File: src/rtl/fft_stage_ctrl.sv
// fft_stage_ctrl: schedules a radix-2 DIT in-place FFT (stage-major, butterfly
// index ascending) as a stream of butterfly descriptors with valid/ready
// handshake. A twiddle ROM read is issued one cycle ahead of each descriptor so
// registered ROM data lines up with o_valid. LOG2N must be at least 2.
// Build option: define FFT_CTRL_STALL_CNT_EN to add the o_stall_cnt output.
module fft_stage_ctrl #(
  parameter int LOG2N     = 10,
  parameter int STAGE_GAP = 4
) (
  input  logic             i_clk,
  input  logic             i_rst,
  input  logic             i_start,
  input  logic             i_ready,
  output logic             o_valid,
  output logic [LOG2N-1:0] o_addr_a,
  output logic [LOG2N-1:0] o_addr_b,
  output logic [3:0]       o_stage,
  output logic             o_tw_rd_en,
  output logic [LOG2N-2:0] o_tw_addr,
  output logic             o_busy,
  output logic             o_done
`ifdef FFT_CTRL_STALL_CNT_EN
  ,
  output logic [15:0]      o_stall_cnt
`endif
);

  localparam int              JW         = LOG2N - 1;
  localparam logic [JW-1:0]   LAST_J     = '1;
  localparam logic [3:0]      LAST_STAGE = 4'(LOG2N - 1);
  localparam logic [3:0]      GAP_LAST   = 4'(STAGE_GAP - 1);

  localparam logic [1:0] ST_IDLE = 2'd0;
  localparam logic [1:0] ST_RUN  = 2'd1;
  localparam logic [1:0] ST_GAP  = 2'd2;
  localparam logic [1:0] ST_DONE = 2'd3;

  // Upper-leg address: group base g*2h plus offset p inside the group.
  function automatic logic [LOG2N-1:0] addrAOf(input logic [3:0] s, input logic [JW-1:0] j);
    logic [LOG2N-1:0] jw;
    logic [LOG2N-1:0] mask;
    jw   = {1'b0, j};
    mask = (LOG2N'(1) << s) - LOG2N'(1);
    return ((jw >> s) << ({1'b0, s} + 5'd1)) | (jw & mask);
  endfunction

  // Twiddle index: offset p inside the group scaled up to the N/2-entry table.
  function automatic logic [JW-1:0] twOf(input logic [3:0] s, input logic [JW-1:0] j);
    logic [JW-1:0] mask;
    mask = (JW'(1) << s) - JW'(1);
    return (j & mask) << (5'(JW) - {1'b0, s});
  endfunction

  logic [1:0]       state_q, state_d;
  logic [3:0]       stage_q, stage_d;
  logic [JW-1:0]    j_q, j_d;
  logic             more_q, more_d;
  logic [3:0]       gapCnt_q, gapCnt_d;
  logic             outValid_q, outValid_d;
  logic             outLast_q, outLast_d;
  logic [3:0]       outStage_q, outStage_d;
  logic [LOG2N-1:0] outAddrA_q, outAddrA_d;
  logic [LOG2N-1:0] outAddrB_q, outAddrB_d;
  logic [JW-1:0]    outTw_q, outTw_d;

  logic          xfer, stall, advance, stageDone;
  logic          issValid, issue, startNext;
  logic [3:0]    issStage;
  logic [JW-1:0] issJ;

  assign xfer      = outValid_q & i_ready;
  assign stall     = outValid_q & ~i_ready;
  assign advance   = ~stall;
  assign stageDone = xfer & outLast_q;

  // Choose the butterfly offered to the issue slot; the first butterfly of the
  // next stage is issued in the last gap cycle so o_valid stays low exactly
  // STAGE_GAP cycles between stages.
  always_comb begin
    issValid  = 1'b0;
    startNext = 1'b0;
    issStage  = stage_q;
    issJ      = j_q;
    case (state_q)
      ST_RUN: begin
        if (more_q) begin
          issValid = 1'b1;
        end else if (stageDone && (stage_q != LAST_STAGE) && (STAGE_GAP == 0)) begin
          issValid  = 1'b1;
          startNext = 1'b1;
          issStage  = stage_q + 4'd1;
          issJ      = '0;
        end
      end
      ST_GAP: begin
        if (gapCnt_q == GAP_LAST) begin
          issValid  = 1'b1;
          startNext = 1'b1;
          issStage  = stage_q + 4'd1;
          issJ      = '0;
        end
      end
      default: ;
    endcase
  end

  assign issue = issValid & advance;

  // Twiddle ROM request: re-read the held entry while stalled, else the new issue.
  always_comb begin
    o_tw_rd_en = 1'b0;
    o_tw_addr  = '0;
    if (stall) begin
      o_tw_rd_en = 1'b1;
      o_tw_addr  = outTw_q;
    end else if (issue) begin
      o_tw_rd_en = 1'b1;
      o_tw_addr  = twOf(issStage, issJ);
    end
  end

  // Next-state logic for the descriptor slot, the index generator and the FSM.
  always_comb begin
    state_d    = state_q;
    stage_d    = stage_q;
    j_d        = j_q;
    more_d     = more_q;
    gapCnt_d   = gapCnt_q;
    outValid_d = outValid_q;
    outLast_d  = outLast_q;
    outStage_d = outStage_q;
    outAddrA_d = outAddrA_q;
    outAddrB_d = outAddrB_q;
    outTw_d    = outTw_q;

    if (advance) begin
      outValid_d = issue;
      outLast_d  = issue && (issJ == LAST_J);
      outStage_d = issue ? issStage : 4'd0;
      outAddrA_d = issue ? addrAOf(issStage, issJ) : '0;
      outAddrB_d = issue ? (addrAOf(issStage, issJ) | (LOG2N'(1) << issStage)) : '0;
      outTw_d    = issue ? twOf(issStage, issJ) : '0;
    end

    case (state_q)
      ST_IDLE: begin
        if (i_start) begin
          state_d = ST_RUN;
          stage_d = '0;
          j_d     = '0;
          more_d  = 1'b1;
        end
      end
      ST_RUN: begin
        if (issue && more_q) begin
          if (j_q == LAST_J) more_d = 1'b0;
          else               j_d    = j_q + 1'b1;
        end
        if (stageDone) begin
          if (stage_q == LAST_STAGE) begin
            state_d = ST_DONE;
          end else if (STAGE_GAP != 0) begin
            state_d  = ST_GAP;
            gapCnt_d = '0;
          end
        end
      end
      ST_GAP: begin
        gapCnt_d = gapCnt_q + 1'b1;
        if (startNext) state_d = ST_RUN;
      end
      ST_DONE: state_d = ST_IDLE;
      default: state_d = ST_IDLE;
    endcase

    if (startNext && issue) begin
      stage_d = stage_q + 4'd1;
      j_d     = JW'(1);
      more_d  = 1'b1;
    end
  end

  // State registers with synchronous reset that drops any pending butterflies.
  always_ff @(posedge i_clk) begin
    if (i_rst) begin
      state_q    <= ST_IDLE;
      stage_q    <= '0;
      j_q        <= '0;
      more_q     <= 1'b0;
      gapCnt_q   <= '0;
      outValid_q <= 1'b0;
      outLast_q  <= 1'b0;
      outStage_q <= '0;
      outAddrA_q <= '0;
      outAddrB_q <= '0;
      outTw_q    <= '0;
    end else begin
      state_q    <= state_d;
      stage_q    <= stage_d;
      j_q        <= j_d;
      more_q     <= more_d;
      gapCnt_q   <= gapCnt_d;
      outValid_q <= outValid_d;
      outLast_q  <= outLast_d;
      outStage_q <= outStage_d;
      outAddrA_q <= outAddrA_d;
      outAddrB_q <= outAddrB_d;
      outTw_q    <= outTw_d;
    end
  end

  assign o_valid  = outValid_q;
  assign o_addr_a = outAddrA_q;
  assign o_addr_b = outAddrB_q;
  assign o_stage  = outStage_q;
  assign o_busy   = (state_q != ST_IDLE);
  assign o_done   = (state_q == ST_DONE);

`ifdef FFT_CTRL_STALL_CNT_EN
  logic [15:0] stallCnt_q, stallCnt_d;

  // Saturating count of back-pressured cycles, restarted by each accepted start.
  always_comb begin
    stallCnt_d = stallCnt_q;
    if ((state_q == ST_IDLE) && i_start)       stallCnt_d = '0;
    else if (stall && (stallCnt_q != 16'hFFFF)) stallCnt_d = stallCnt_q + 16'd1;
  end

  // Stall counter register.
  always_ff @(posedge i_clk) begin
    if (i_rst) stallCnt_q <= '0;
    else       stallCnt_q <= stallCnt_d;
  end

  assign o_stall_cnt = stallCnt_q;
`else
  // Stall counter not built in this configuration.
`endif

endmodule

File: config.mk
export PLATFORM = sky130hd
export DESIGN_NAME = fft_stage_ctrl
export DESIGN_NICKNAME = d
export VERILOG_FILES = /design/src/rtl/fft_stage_ctrl.sv
export SDC_FILE = /design/constraint.sdc
export NUM_CORES = 1
export LEC_CHECK = 0
export CORE_MARGIN = 1
export CORE_UTILIZATION = 30
export CTS_CLUSTER_DIAMETER = 100
export DETAILED_ROUTE_END_ITERATION = 10
export PLACE_DENSITY = 0.57
export SLEW_MARGIN = 25
export SYNTH_ARGS = -nofsm -noshare
export SYNTH_HDL_FRONTEND = slang
export SYNTH_SLANG_ARGS = --single-unit
File: constraint.sdc
create_clock -name i_clk -period 6.82 [get_ports i_clk]
set_input_delay 1.705 -clock i_clk [delete_from_list [all_inputs] [get_ports i_clk]]
set_output_delay 1.705 -clock i_clk [all_outputs]
set_load 0.02 [all_outputs]
==> summary.txt <==
setup TNS - 0 ns
Tcrit/Tclk final - 0.9415
Post-CTS Setup Bufs - 0
initial antenna violation count - 0
Die Ht - 122.5 um
# setup viols final - 0
Gate Count Post-Synth - 591
Nets - 623
count of maximum capacitance violations - 0
crit path kind - flop to output pin
sequential element share of the synthesized area - 0.2529
Initial Util - 0.3101
Final Cell Area - 0.005040 mm^2
CP Max Fanout - 12
Synth Warn # - 0
first-pass GRT wire length - 24,470 um
Seq pwr share - 0.437
unrepaired setup endpoints after global routing - false
Tot GR Track Use - 0.2104
Post-Place Cell Area - 0.004890 mm^2
minimum clock period - 6.421 ns
Ports - 41
pin count of the biggest net entering global routing - 53
Residual DRC - 0
Max clock buf depth - 2
Post-Syn Nets - 609
status - finished clean
Seq cells post-synth - 55
Cell Count, Final, Fillers Out - 786
# rows - 43
GPL Wtd Cong - 1.072
internal power - 0.5248 mW
CTS tree - built
worst slew pin tran - 0.9832 ns
Inserted Diodes - 0
HP Class - flop to flop
Power Total - 0.7769 mW
most frequent cells in the layout - nand2_1 (60), nor2_1 (59), dfxtp_1 (54), a21oi_1 (47), clkdlybuf4s50_1 (39)
EDFF count, synth - 0
WP data arrival - 4.72 ns
final wirelength - 15,410 um
post-synthesis instance area - 0.004354 mm^2
Fillers - 1,453
vias per cell - 5.983
clock sinks - 55
Post-Synthesis Mean Instance Area - 7.367 um^2
vias in the first global route - 4,415
Num CTS Buffers - 5
Worst Path Required - 5.12 ns
die area - 0.01500 mm^2
vias - 4,703
Async SR Flop Fraction - 0
Pins Over Slew Limit - 0
Clock transition at path regs - 0.08 ns
final hold vios - 0
clock root buffer master - clkbuf_16
Avg WL per Cell - 19.60 um
clk_skew - 0.008597 ns
Clock Power Share - 0.339
layout cell share with drive strength beyond 1 - 0.07591
CTS resizes - 0
chip width - 122.5 um
Post-DRT Antenna Nets - 0
commonest non-fill, non-tap cell in the layout - nand2_1
core box area - 0.01404 mm^2
Top FF cell, synth - dfxtp_1
power share of the combinational group - 0.224
R2R setup slack - 2.82 ns
Clock Latency Late Sink - 0.30 ns
dpl hpwl - 11,280 um
Pwr Density - 154.2 mW/mm^2
Clock H-tree levels - 2
leakage power - 1.715 nW
area delta synth->final - 15.75%
CP startpoint kind - flop
I/O Buffers - 40
P_sw - 0.2522 mW
Iter 0 DRT Violations - 601
Crit. End Element - output pin
peak supply drop - 0.0001760 V
drt pass-1 iters - 6
GRT Residual Overflow - 0
Rel. slew slack - 0.3389
fmax - 155.7 MHz
hold_buf cts - 0
Switching Share - 0.3246
post-synthesis cell type count - 72
DP Cell Count - 778
-- critical path: stages, from the launching register on --
cell and delay (ns):
dfxtp_1 0.35, inv_1 0.10, ha_1 0.34, and4bb_1 0.57, mux2i_1 0.38, and2_1 0.30
nor3_1 0.11, inv_1 0.08, ha_1 0.21, inv_1 0.09, a31o_1 0.26, or4b_4 0.56
o22ai_2 0.13, mux2i_1 0.12, o211ai_2 0.18, clkdlybuf4s50_1 0.63
-- synthesized netlist by cell type (all sizes together), types with 10 or more instances --
cell	n	area, um^2
nand2	60	225.2
nor2	59	221.5
dfxtp	55	1101
a21oi	47	235.2
o21ai	35	175.2
clkbuf	33	123.9
nor3	26	135.1
inv	21	78.83
mux2i	20	200.2
nand3	17	85.08
buf	16	85.08
a22oi	15	112.6
ha	14	175.2
nor2b	12	75.07
a211oi	11	87.58
xnor2	10	87.58
-- final timing paths --
check / cells past startpoint / start / to
max reg2reg: 15 / state_q[0]$_SDFFE_PP0P_ / outTw_q[4]$_SDFF_PP0_
min: 2 / o_addr_a[2]$_SDFFE_PP0N_ / o_addr_a[2]$_SDFFE_PP0N_
min reg2reg: 2 / o_addr_a[2]$_SDFFE_PP0N_ / o_addr_a[2]$_SDFFE_PP0N_
max: 15 / state_q[0]$_SDFFE_PP0P_ / o_tw_addr[8]
-- flip-flops by register name (all words and copies together) (netlist names) --
| register | flops |
|---|---|
| o_addr_a | 10 |
| o_addr_b | 10 |
| j_q | 9 |
| outTw_q | 9 |
| gapCnt_q | 4 |
| o_stage | 4 |
| stage_q | 4 |
| state_q | 2 |
| more_q | 1 |
| o_valid | 1 |
| outLast_q | 1 |
-- stage by stage --
stage	utilization	worst slack (ns)	hold slack (ns)
after floorplan	-	1.718	0.4566
after global placement	0.3482	0.8542	0.4438
after detailed placement	0.3482	0.8061	0.4493
after CTS	0.3589	0.4435	0.4650
after global routing	0.3589	0.08350	0.4799
final	0.3589	0.3988	0.4580
-- power by group through the flow --
stage | sequential (mW) | combinational, mW | clock, mW
6_report | 0.340 | 0.174 | 0.263
5_1_grt | 0.341 | 0.191 | 0.284
4_1_cts | 0.340 | 0.172 | 0.271
3_5_place_dp | 0.348 | 0.170 | 0
3_3_place_gp | 0.346 | 0.167 | 0
2_1_floorplan | 0.346 | 0.120 | 0
-- per-layer routing --
layer	up-vias	track usage	wire length, um
met5	-	0	0
met4	0	0.1037	608
met3	43	0.03950	1170
met2	266	0.3150	6651
met1	2197	0.2870	6979
li1	2197	-	-
-- cells by family (layout without fill, tap and decap cells) --
| group | after synthesis | after routing | synth area share |
|---|---|---|---|
| fa+ha+maj | 14 | 14 | 0.04023 |
| buf+inv | 71 | 86 | 0.06695 |
| mux | 24 | 24 | 0.05891 |
| compound gates | 185 | 185 | 0.2902 |
| xor+xnor | 14 | 14 | 0.02816 |
| simple gates | 228 | 228 | 0.2626 |
| flops | 55 | 55 | 0.2529 |
-- cell type report --
cell class	instances	area, um^2	share of cell area
multi-input cells	465	2964	0.5881
repair buffers	56	515.5	0.1023
clock inverters	3	25.02	0.004965
inverters	22	82.58	0.01639
well taps	180	225.2	0.04469
flip-flops and latches	55	1102	0.2187
clock buffers	5	125.1	0.02483
Note: power is estimated with default switching activity, not from simulation.
